[src/rtl/lfsr_checker_sat_counter.sv]
// Saturating up-counter with synchronous clear; clear beats increment.
// Ports: clock, rst, inc, clr in; count out (CNT_W bits).
module sat_counter #(
  parameter int CNT_W = 16
) (
  input  logic             clock,
  input  logic             rst,
  input  logic             inc,
  input  logic             clr,
  output logic [CNT_W-1:0] count
);

  always_ff @(posedge clock) begin
    if (rst || clr) begin
      count <= '0;
    end else if (inc && (count != '1)) begin
      count <= count + 1'b1;
    end
  end

endmodule

[config.mk]
export PLATFORM = sky130hd
export DESIGN_NAME = sat_counter
export DESIGN_NICKNAME = d
export VERILOG_FILES = /design/src/rtl/lfsr_checker_sat_counter.sv
export SDC_FILE = /design/constraint.sdc
export NUM_CORES = 1
export LEC_CHECK = 0
export ABC_AREA = 0
export ABC_CLOCK_PERIOD_IN_PS = 2000
export CORE_MARGIN = 1
export CORE_UTILIZATION = 47
export DETAILED_ROUTE_END_ITERATION = 10
export PLACE_DENSITY_LB_ADDON = 0.15
export SLEW_MARGIN = 0
export SYNTH_ARGS = -nofsm -noshare
export SYNTH_HDL_FRONTEND = slang
export SYNTH_SLANG_ARGS = --single-unit
[constraint.sdc]
create_clock -name clock -period 2 [get_ports clock]
set_input_delay 0.4 -clock clock [delete_from_list [all_inputs] [get_ports clock]]
set_output_delay 0.4 -clock clock [all_outputs]
set_load 0.05 [all_outputs]
==> flow_metrics.tcl, run 1 <==
set metrics [dict create \
    vias 859 \
    wl_per_cell_um 13.77 \
    grt_pass1_vias 812 \
    syn_avg_cell_area_um2 8.916 \
    setup_viol 0 \
    tns_ps 0 \
    antenna_left 0 \
    required_ps 1600 \
    syn_nets 100 \
    num_antenna_cells 0 \
    gr-usage-all-layers 0.2260 \
    placed_cell_area_mm2 0.001070 \
    clkTransAtPathRegs_ps 100 \
    fin_skew_ps 5.646 \
    p_leak_nw 0.4742 \
    end_kind "output pin" \
    root_buffer "clkbuf_4" \
    cp_num_buf_inv 1 \
    pwr-share-seq 0.612 \
    fp.dieArea_mm2 0.001976 \
    die_x_um 44.46 \
    p_per_area_mw_per_mm2 477.2 \
    gr-total-overflow 0 \
    cts_setup_buffers 0 \
    routed_via_density 6.092 \
    peakVddDrop_uv 348.7 \
    worstMarginPinSlew_ps 559.0 \
    drive_above_1_share 0.1624 \
    cts_buffers 3 \
    clock_sinks 16 \
    postCtsHoldBufs 0 \
    synth.distinct_cells 30 \
    whs_ps 491.3 \
    cts_resized 0 \
    p_sw_frac 0.2338 \
    insertion_delay_ps 280 \
    drv_cap 0 \
    ys_seq_area_frac 0.3781 \
    cts_tree "yes" \
    drt_iter0_drc 22 \
    drc 0 \
    drv_slew 0 \
    largestRegisters "count (16)" \
    dp_hpwl_um 1427 \
    slowest_delay_ps 850 \
    comb_power_share 0.059 \
    syn-cell-area_um2 847.1 \
    internal-power_mw 0.4030 \
    dr.pass1.iters 5 \
    wl_um 1942 \
    cp_cell_sequence "clkdlybuf4s50_1" \
    die_h_um 44.46 \
    fin_crit_sh 0.9869 \
    clk_path_buf_depth 2 \
    gp_congestion 0.8313 \
    fmax_ghz 0.5066 \
    yosys_warnings 0 \
    min_period_ps 1974 \
    rsz0062_at_grt "no" \
    critical-path-slowest-cell "clkdlybuf4s50_1" \
    coreArea_mm2 0.001594 \
    slew_headroom 0.6233 \
    finalHoldViolCount 0 \
    cp-start-kind "flip-flop" \
    hold_class "reg -> reg" \
    fp-row-count 14 \
    arrival_ps 1570 \
    grt_max_degree 16 \
    synth_cells 95 \
    path_delay_family "buffers and inverters" \
    final_nets 124 \
    initial_utilization 0.5314 \
    grt_pass1_wl_um 3360 \
    areaGrowthSynthToFinish_pct 30.13 \
    h-tree-depth 1 \
    io_pins 20 \
    top_register "count" \
    design_area_mm2 0.001102 \
    portBuffers 19 \
    grt_antenna_before_repair 0 \
    crit_type "reg -> out" \
    p_switching_mw 0.1230 \
    final.fill_count 137 \
    largest_register_ffs 16 \
    ys_seq_elements 16 \
    status "complete, no violations" \
    clockPowerShare 0.329 \
    cp_max_fo 6 \
]
[cell families (layout without fill, tap and decap cells)]
group / count (synthesis) / count (layout) / synth area share
adders and majority gates: 1 / 1 / 0.01477
AOI/OAI and AO/OA: 27 / 27 / 0.2186
xor gates and xnor gates: 3 / 3 / 0.03102
buffers and inverters: 4 / 26 / 0.01920
and+or+nand+nor: 44 / 44 / 0.3382
DFF: 16 / 16 / 0.3781
[path summary, 6_finish.rpt]
| check | start | to | slack, ps | cells after the start |
|---|---|---|---|---|
| hold / removal | count[1] | count[1] | 490 | 2 |
| hold reg to reg | count[1] | count[1] | 490 | 2 |
| setup / recovery | count[5] | count[5] | 30 | 1 |
| setup reg to reg | count[0] | count[3] | 270 | 5 |
[final cells by class]
type	instances	area, µm²	share of cell area
multi-input combinational	75	510.5	0.4631
sequential	16	322.8	0.2928
timing repair buffer	22	212.7	0.1930
clock buffer	3	22.52	0.02043
inverter	1	3.754	0.003405
tap	24	30.03	0.02724
[Yosys cell counts]
master	count	area, µm²
a211oi_1	1	7.510
a21oi_1	9	45.04
a31oi_1	3	18.77
a41o_1	4	40.04
and2_1	2	12.51
and3_4	1	11.26
and4_1	4	35.03
clkbuf_1	2	7.510
clkbuf_2	1	5.000
dfxtp_1	16	320.3
ha_1	1	12.51
inv_1	1	3.750
nand2_1	6	22.52
nand3_1	5	25.02
nand4_1	5	31.28
nand4_2	1	12.51
nand4_4	1	21.27
nor2_1	7	26.28
nor3_1	1	5.000
nor4_2	1	12.51
o211a_1	1	10.01
o21ai_0	5	25.02
o31ai_1	3	22.52
o41ai_2	1	16.27
or2_2	1	6.260
or3_1	5	31.28
or4_1	3	22.52
or4_4	1	11.26
xnor2_1	1	8.760
xor2_1	2	17.52
[cell usage in the layout (no fill, tap or decap), types with 3 or more instances in the layout]
master,instances
a21oi_1,9
a31oi_1,3
a41o_1,4
and4_1,4
buf_4,7
clkbuf_4,3
clkdlybuf4s50_1,11
dfxtp_1,14
dlymetal6s2s_1,4
nand2_1,6
nand3_1,5
nand4_1,5
nor2_1,7
o21ai_0,5
o31ai_1,3
or3_1,5
or4_1,3
[per-stage QoR]
step                      setup slack, ps  instances    util  total power [mW]
after global routing                1.926        141  0.6915            0.5382
after detailed placement            81.04        138  0.6711            0.3604
after global placement              148.1        138  0.6711            0.3603
after CTS                           22.24        141  0.6852            0.5275
final                               26.22        141  0.6915            0.5260
after floorplan                     105.8         95       -            0.3461
[power by group through the flow]
stage | clock [mW] | sequential (mW) | combinational, mW
floorplan | 0 | 0.334 | 0.0121
global placement | 0 | 0.329 | 0.0310
detailed placement | 0 | 0.329 | 0.0311
CTS | 0.174 | 0.322 | 0.0313
global route | 0.182 | 0.322 | 0.0340
finish | 0.173 | 0.322 | 0.0311
[layer usage]
layer / GRT usage / routed length (µm)
met1: 0.2743 / 906
met2: 0.3765 / 938
met3: 0.04490 / 83
met4: 0.1152 / 14
met5: 0 / 0
Note: power is estimated with default switching activity, not from simulation.
==> run 2, diff against run 1 <==
Settings changed: GPL_TIMING_DRIVEN set to 0.
==> run 2 against run 1 <==
Effect of this change: register-to-register slack got worse by 40 ps; critical path type unchanged; clock skew rose by 1.5 ps; global-route usage fell by 2.2 points; critical endpoint is now count[14]; clock-buffer cell count rose by 1; clock power rose by 26%; core utilization rose by 0.94 points.
==> flow_metrics.tcl, run 2 (same netlist as run 1, synthesis figures left out) <==
set metrics [dict create \
    cp_cell_sequence "clkdlybuf4s50_1" \
    top_register "count" \
    total_power_mw 0.5716 \
    p_per_area_mw_per_mm2 511.6 \
    num_antenna_cells 0 \
    cts_setup_buffers 0 \
    layout_setup_ws_ps 59.46 \
    coreArea_mm2 0.001594 \
    wl_um 1887 \
    reg2reg_from "count[0]" \
    crit_type "reg -> out" \
    final_cell_mix "dfxtp_1 (14), clkdlybuf4s50_1 (10), a21oi_1 (9)" \
    final_nets 124 \
    min_period_ps 1941 \
    dr.pass1.iters 4 \
    drt_iter0_drc 20 \
    slowest_delay_ps 830 \
    grt_pass1_vias 684 \
    arrival_ps 1540 \
    cp-start-kind "flip-flop" \
    clkTransAtPathRegs_ps 100 \
    slew_headroom 0.5708 \
    clock_sinks 16 \
    io_pins 20 \
    hold_class "reg -> reg" \
    h-tree-depth 1 \
    initial_utilization 0.5314 \
    grt_max_degree 11 \
    die_x_um 44.46 \
    fmax_ghz 0.5153 \
    wl_per_cell_um 13.29 \
    endpoint "count[14]" \
    dp_hpwl_um 1366 \
    routed_via_density 5.901 \
    rr_worst_depth 5 \
    critPathLaunch "count[14]" \
    r2r-end "count[9]" \
    cts_buffers 3 \
    layout_commonest_cell "dfxtp_1" \
    drv_cap 0 \
    areaGrowthSynthToFinish_pct 31.91 \
    gr-usage-all-layers 0.2042 \
    antenna_left 0 \
    drv_slew 0 \
    cp_num_buf_inv 1 \
    fin_crit_sh 0.9703 \
    crit_cells 1 \
    portBuffers 19 \
    cts_tree "yes" \
    cp_max_fo 6 \
    p_leak_nw 0.5165 \
    largestRegisters "count (16)" \
    setup_viol 0 \
    root_buffer "clkbuf_4" \
    clk_path_buf_depth 2 \
    peakVddDrop_uv 621.5 \
    status "complete, no violations" \
    gr-total-overflow 0 \
    dp_slack_ps -75.38 \
    r2r_setup_slack_ps 230 \
    drc 0 \
    insertion_delay_ps 290 \
    grt_antenna_before_repair 0 \
    fin_skew_ps 7.130 \
    required_ps 1600 \
    drive_above_1_share 0.1186 \
    rsz0062_at_grt "no" \
    gp_congestion 0.7632 \
    fp.dieArea_mm2 0.001976 \
    whs_ps 501.9 \
    dp_cells 138 \
    die_h_um 44.46 \
    stdcell_count 142 \
    fp-row-count 14 \
    path_delay_family "buffers and inverters" \
    critical-path-slowest-cell "clkdlybuf4s50_1" \
    worstMarginPinSlew_ps 638.5 \
    grt_pass1_wl_um 3008 \
    vias 838 \
    finalHoldViolCount 0 \
    largest_register_ffs 16 \
    end_kind "output pin" \
]
-- run 2: report_power, final --
part / internal, mW / leakage [nW] / switching (mW)
clock network: 0.111 / 0.0210 / 0.107
logic: 0.0125 / 0.366 / 0.0190
registers: 0.320 / 0.130 / 0.00189
total: 0.443 / 0.516 / 0.128
-- run 2: per-stage QoR --
stage | area [µm²] | util | setup TNS, ps
floorplan | 849.6 | - | 0
global placement | 1070 | 0.6711 | -196.3
detailed placement | 1070 | 0.6711 | -205.4
CTS | 1102 | 0.6915 | 0
global route | 1117 | 0.7009 | 0
finish | 1117 | 0.7009 | 0
-- run 2: timing repair --
item | CTS | global route
gates resized for setup | 3 | 6
cloned | 0 | 0
endpoints found under the setup margin | 3 | 6
hold buffers | 0 | 0
-- run 2: worst min path at each step --
stage,startpoint,to,slack (ps),cells after the start
after CTS,count[1],count[1],500,2
after global placement,count[1],count[1],470,2
after detailed placement,count[1],count[1],490,2
after floorplan,inc,count[1],550,2
final,count[1],count[1],500,2
after global routing,count[1],count[1],530,2
-- run 2: cell type report --
cell class / instances / area [µm²]
fillers: 134 / 476.7
inverters: 1 / 3.754
well taps: 24 / 30.03
plain buffers: 3 / 12.51
repair buffers: 19 / 201.4
flip-flops and latches: 16 / 322.8
clock buffers: 4 / 36.28
multi-input cells: 75 / 510.5
-- run 2: metal layers --
layer / wire, µm / global-route usage / vias up / share of wire
met1: 935 / 0.2725 / 395 / 0.50
met4: 19 / 0.07273 / 0 / 0.010
met5: 0 / 0 / - / 0
li1: - / - / 423 / -
met2: 870 / 0.3382 / 16 / 0.46
met3: 62 / 0.02449 / 4 / 0.033
==> run 3, diff against run 2 <==
Settings changed: CAP_MARGIN set to 20.
==> results of run 3 <==
Final layout, timing and power as in run 2 (identical DEF).
==> edit: new RTL, settings of run 3 <==
The parameter `CNT_W` goes from 16 to 20.
--- a/src/rtl/lfsr_checker_sat_counter.sv
+++ b/src/rtl/lfsr_checker_sat_counter.sv
@@ -3,3 +3,3 @@
 module sat_counter #(
-  parameter int CNT_W = 16
+  parameter int CNT_W = 20
 ) (
Interface: changed (resized count); port bits go from 20 to 24. The function was not compared with the original's and may differ.
==> edit against run 3 <==
First-iteration DRC count fell by 65%. Routed wire length rose by 14%. Highest routed layer unchanged. Setup slack got worse by 1.6 ps. Area after synthesis rose by 17%. Total power rose by 18%. Largest power group unchanged. Synthesized cell count rose by 19%. Sequential cell count rose by 4. Largest cell class unchanged. Clock skew fell by 3.7 ps. Design area rose by 18%. Critical path depth did not move. Global-route usage rose by 0.48 points. Count of clock-buffer cells in the layout did not move.
==> edit: results (changes against run 3) <==
| Metric | Value |
|---|---|
| Largest regs | `count: 20 flops (was count: 16 flops)` |
| Peak VDD IR | `0.5677 mV (was 0.6215 mV)` |
| Buffers outside the clock class | `25 (was 22)` |
| PD cells | `510.8 nW/um2 (was 511.6 nW/um2)` |
| Multi-input logic portion of the cell area | `43.58% (was 45.69%)` |
| FILL cells | `181 (was 134)` |
| Routability cong. | `0.7392 (was 0.7632)` |
| NonClk Buf Share | `18.65% (was 19.15%)` |
| Synth Net Count | `118 (was 100)` |
| Clk pwr share | `35.6% (was 38.2%)` |
| Reg area | `419.2 um2 (was 322.8 um2)` |
| Post-synthesis compound-gate area fraction | `19.62% (was 21.86%)` |
| CP startpoint | `count[16] (was count[14])` |
| Fin Clk Skew | `3.419 ps (was 7.130 ps)` |
| R2r setup slk | `160 ps (was 230 ps)` |
| Port Buffer Count | `23 (was 19)` |
| Slew headroom | `65.79% (was 57.08%)` |
| Tot GR Track Use | `20.90% (was 20.42%)` |
| Yosys cell types | `28 (was 30)` |
| WL met1 | `1054 um (was 935 um)` |
| Clock Latency Late Sink | `310 ps (was 290 ps)` |
| Outcome | `finished, final reports clean (unchanged)` |
| Initial DRC Count | `7 (was 20)` |
| Vias in the first global route | `761 (was 684)` |
| Per-cell routed wire length | `12.87 um (was 13.29 um)` |
| Largest net degree at the start of global routing | `12 (was 11)` |
| Setup crit end | `count[16] (was count[14])` |
| Global-route met2 utilization | `31.08% (was 33.82%)` |
| Metal3 WL | `102 um (was 62 um)` |
| Vias/cell | `5.473 (was 5.901)` |
| Crit-path max FO | `8 (was 6)` |
| Synth Area in Adders | `1.266% (was 1.477%)` |
| Syn avg cell area | `8.747 um2 (was 8.916 um2)` |
| Sw frac | `22.28% (was 22.43%)` |
| First-pass GRT wire length | `3236 um (was 3008 um)` |
| Met1 Use GR | `27.23% (was 27.25%)` |
| Sequential area share after synthesis | `40.51% (was 37.81%)` |
| Via count | `914 (was 838)` |
-- edit: cell count changes in the layout (fill, tap and decap cells not counted), moves of 4 or more --
cell and delta:
nor2_1 +4, a41o_1 -4, o21ai_1 +5, dfxtp_1 -9, dfxtp_2 +13, clkdlybuf4s50_1 +7
-- edit: stage by stage --
step | TNS (ps) | hold slack [ps] | instance area [um2] | util, % | setup WS, ps
5_1_grt | 0 | 532.8 | 1315 | 67.03 | 6.807
2_1_floorplan | 0 | 585.3 | 1007 | - | 17.94
4_1_cts | 0 | 510.3 | 1305 | 66.52 | 11.78
3_5_place_dp | -1655 | 487.6 | 1271 | 64.80 | -364.4
6_report | 0 | 506.0 | 1315 | 67.03 | 57.88
3_3_place_gp | -1303 | 477.7 | 1271 | 64.80 | -270.3
-- edit: what timing repair did --
item / CTS / global route
resized for setup: 2 / 4
endpoints found under the setup margin: 2 / 4
hold buffers: 0 / 0
-- edit: worst min-delay path: cells and delay by family (launching register included) --
family	cells	cell delay [ps]
flip-flops	1	360
AO/OA/AOI/OAI	2	120
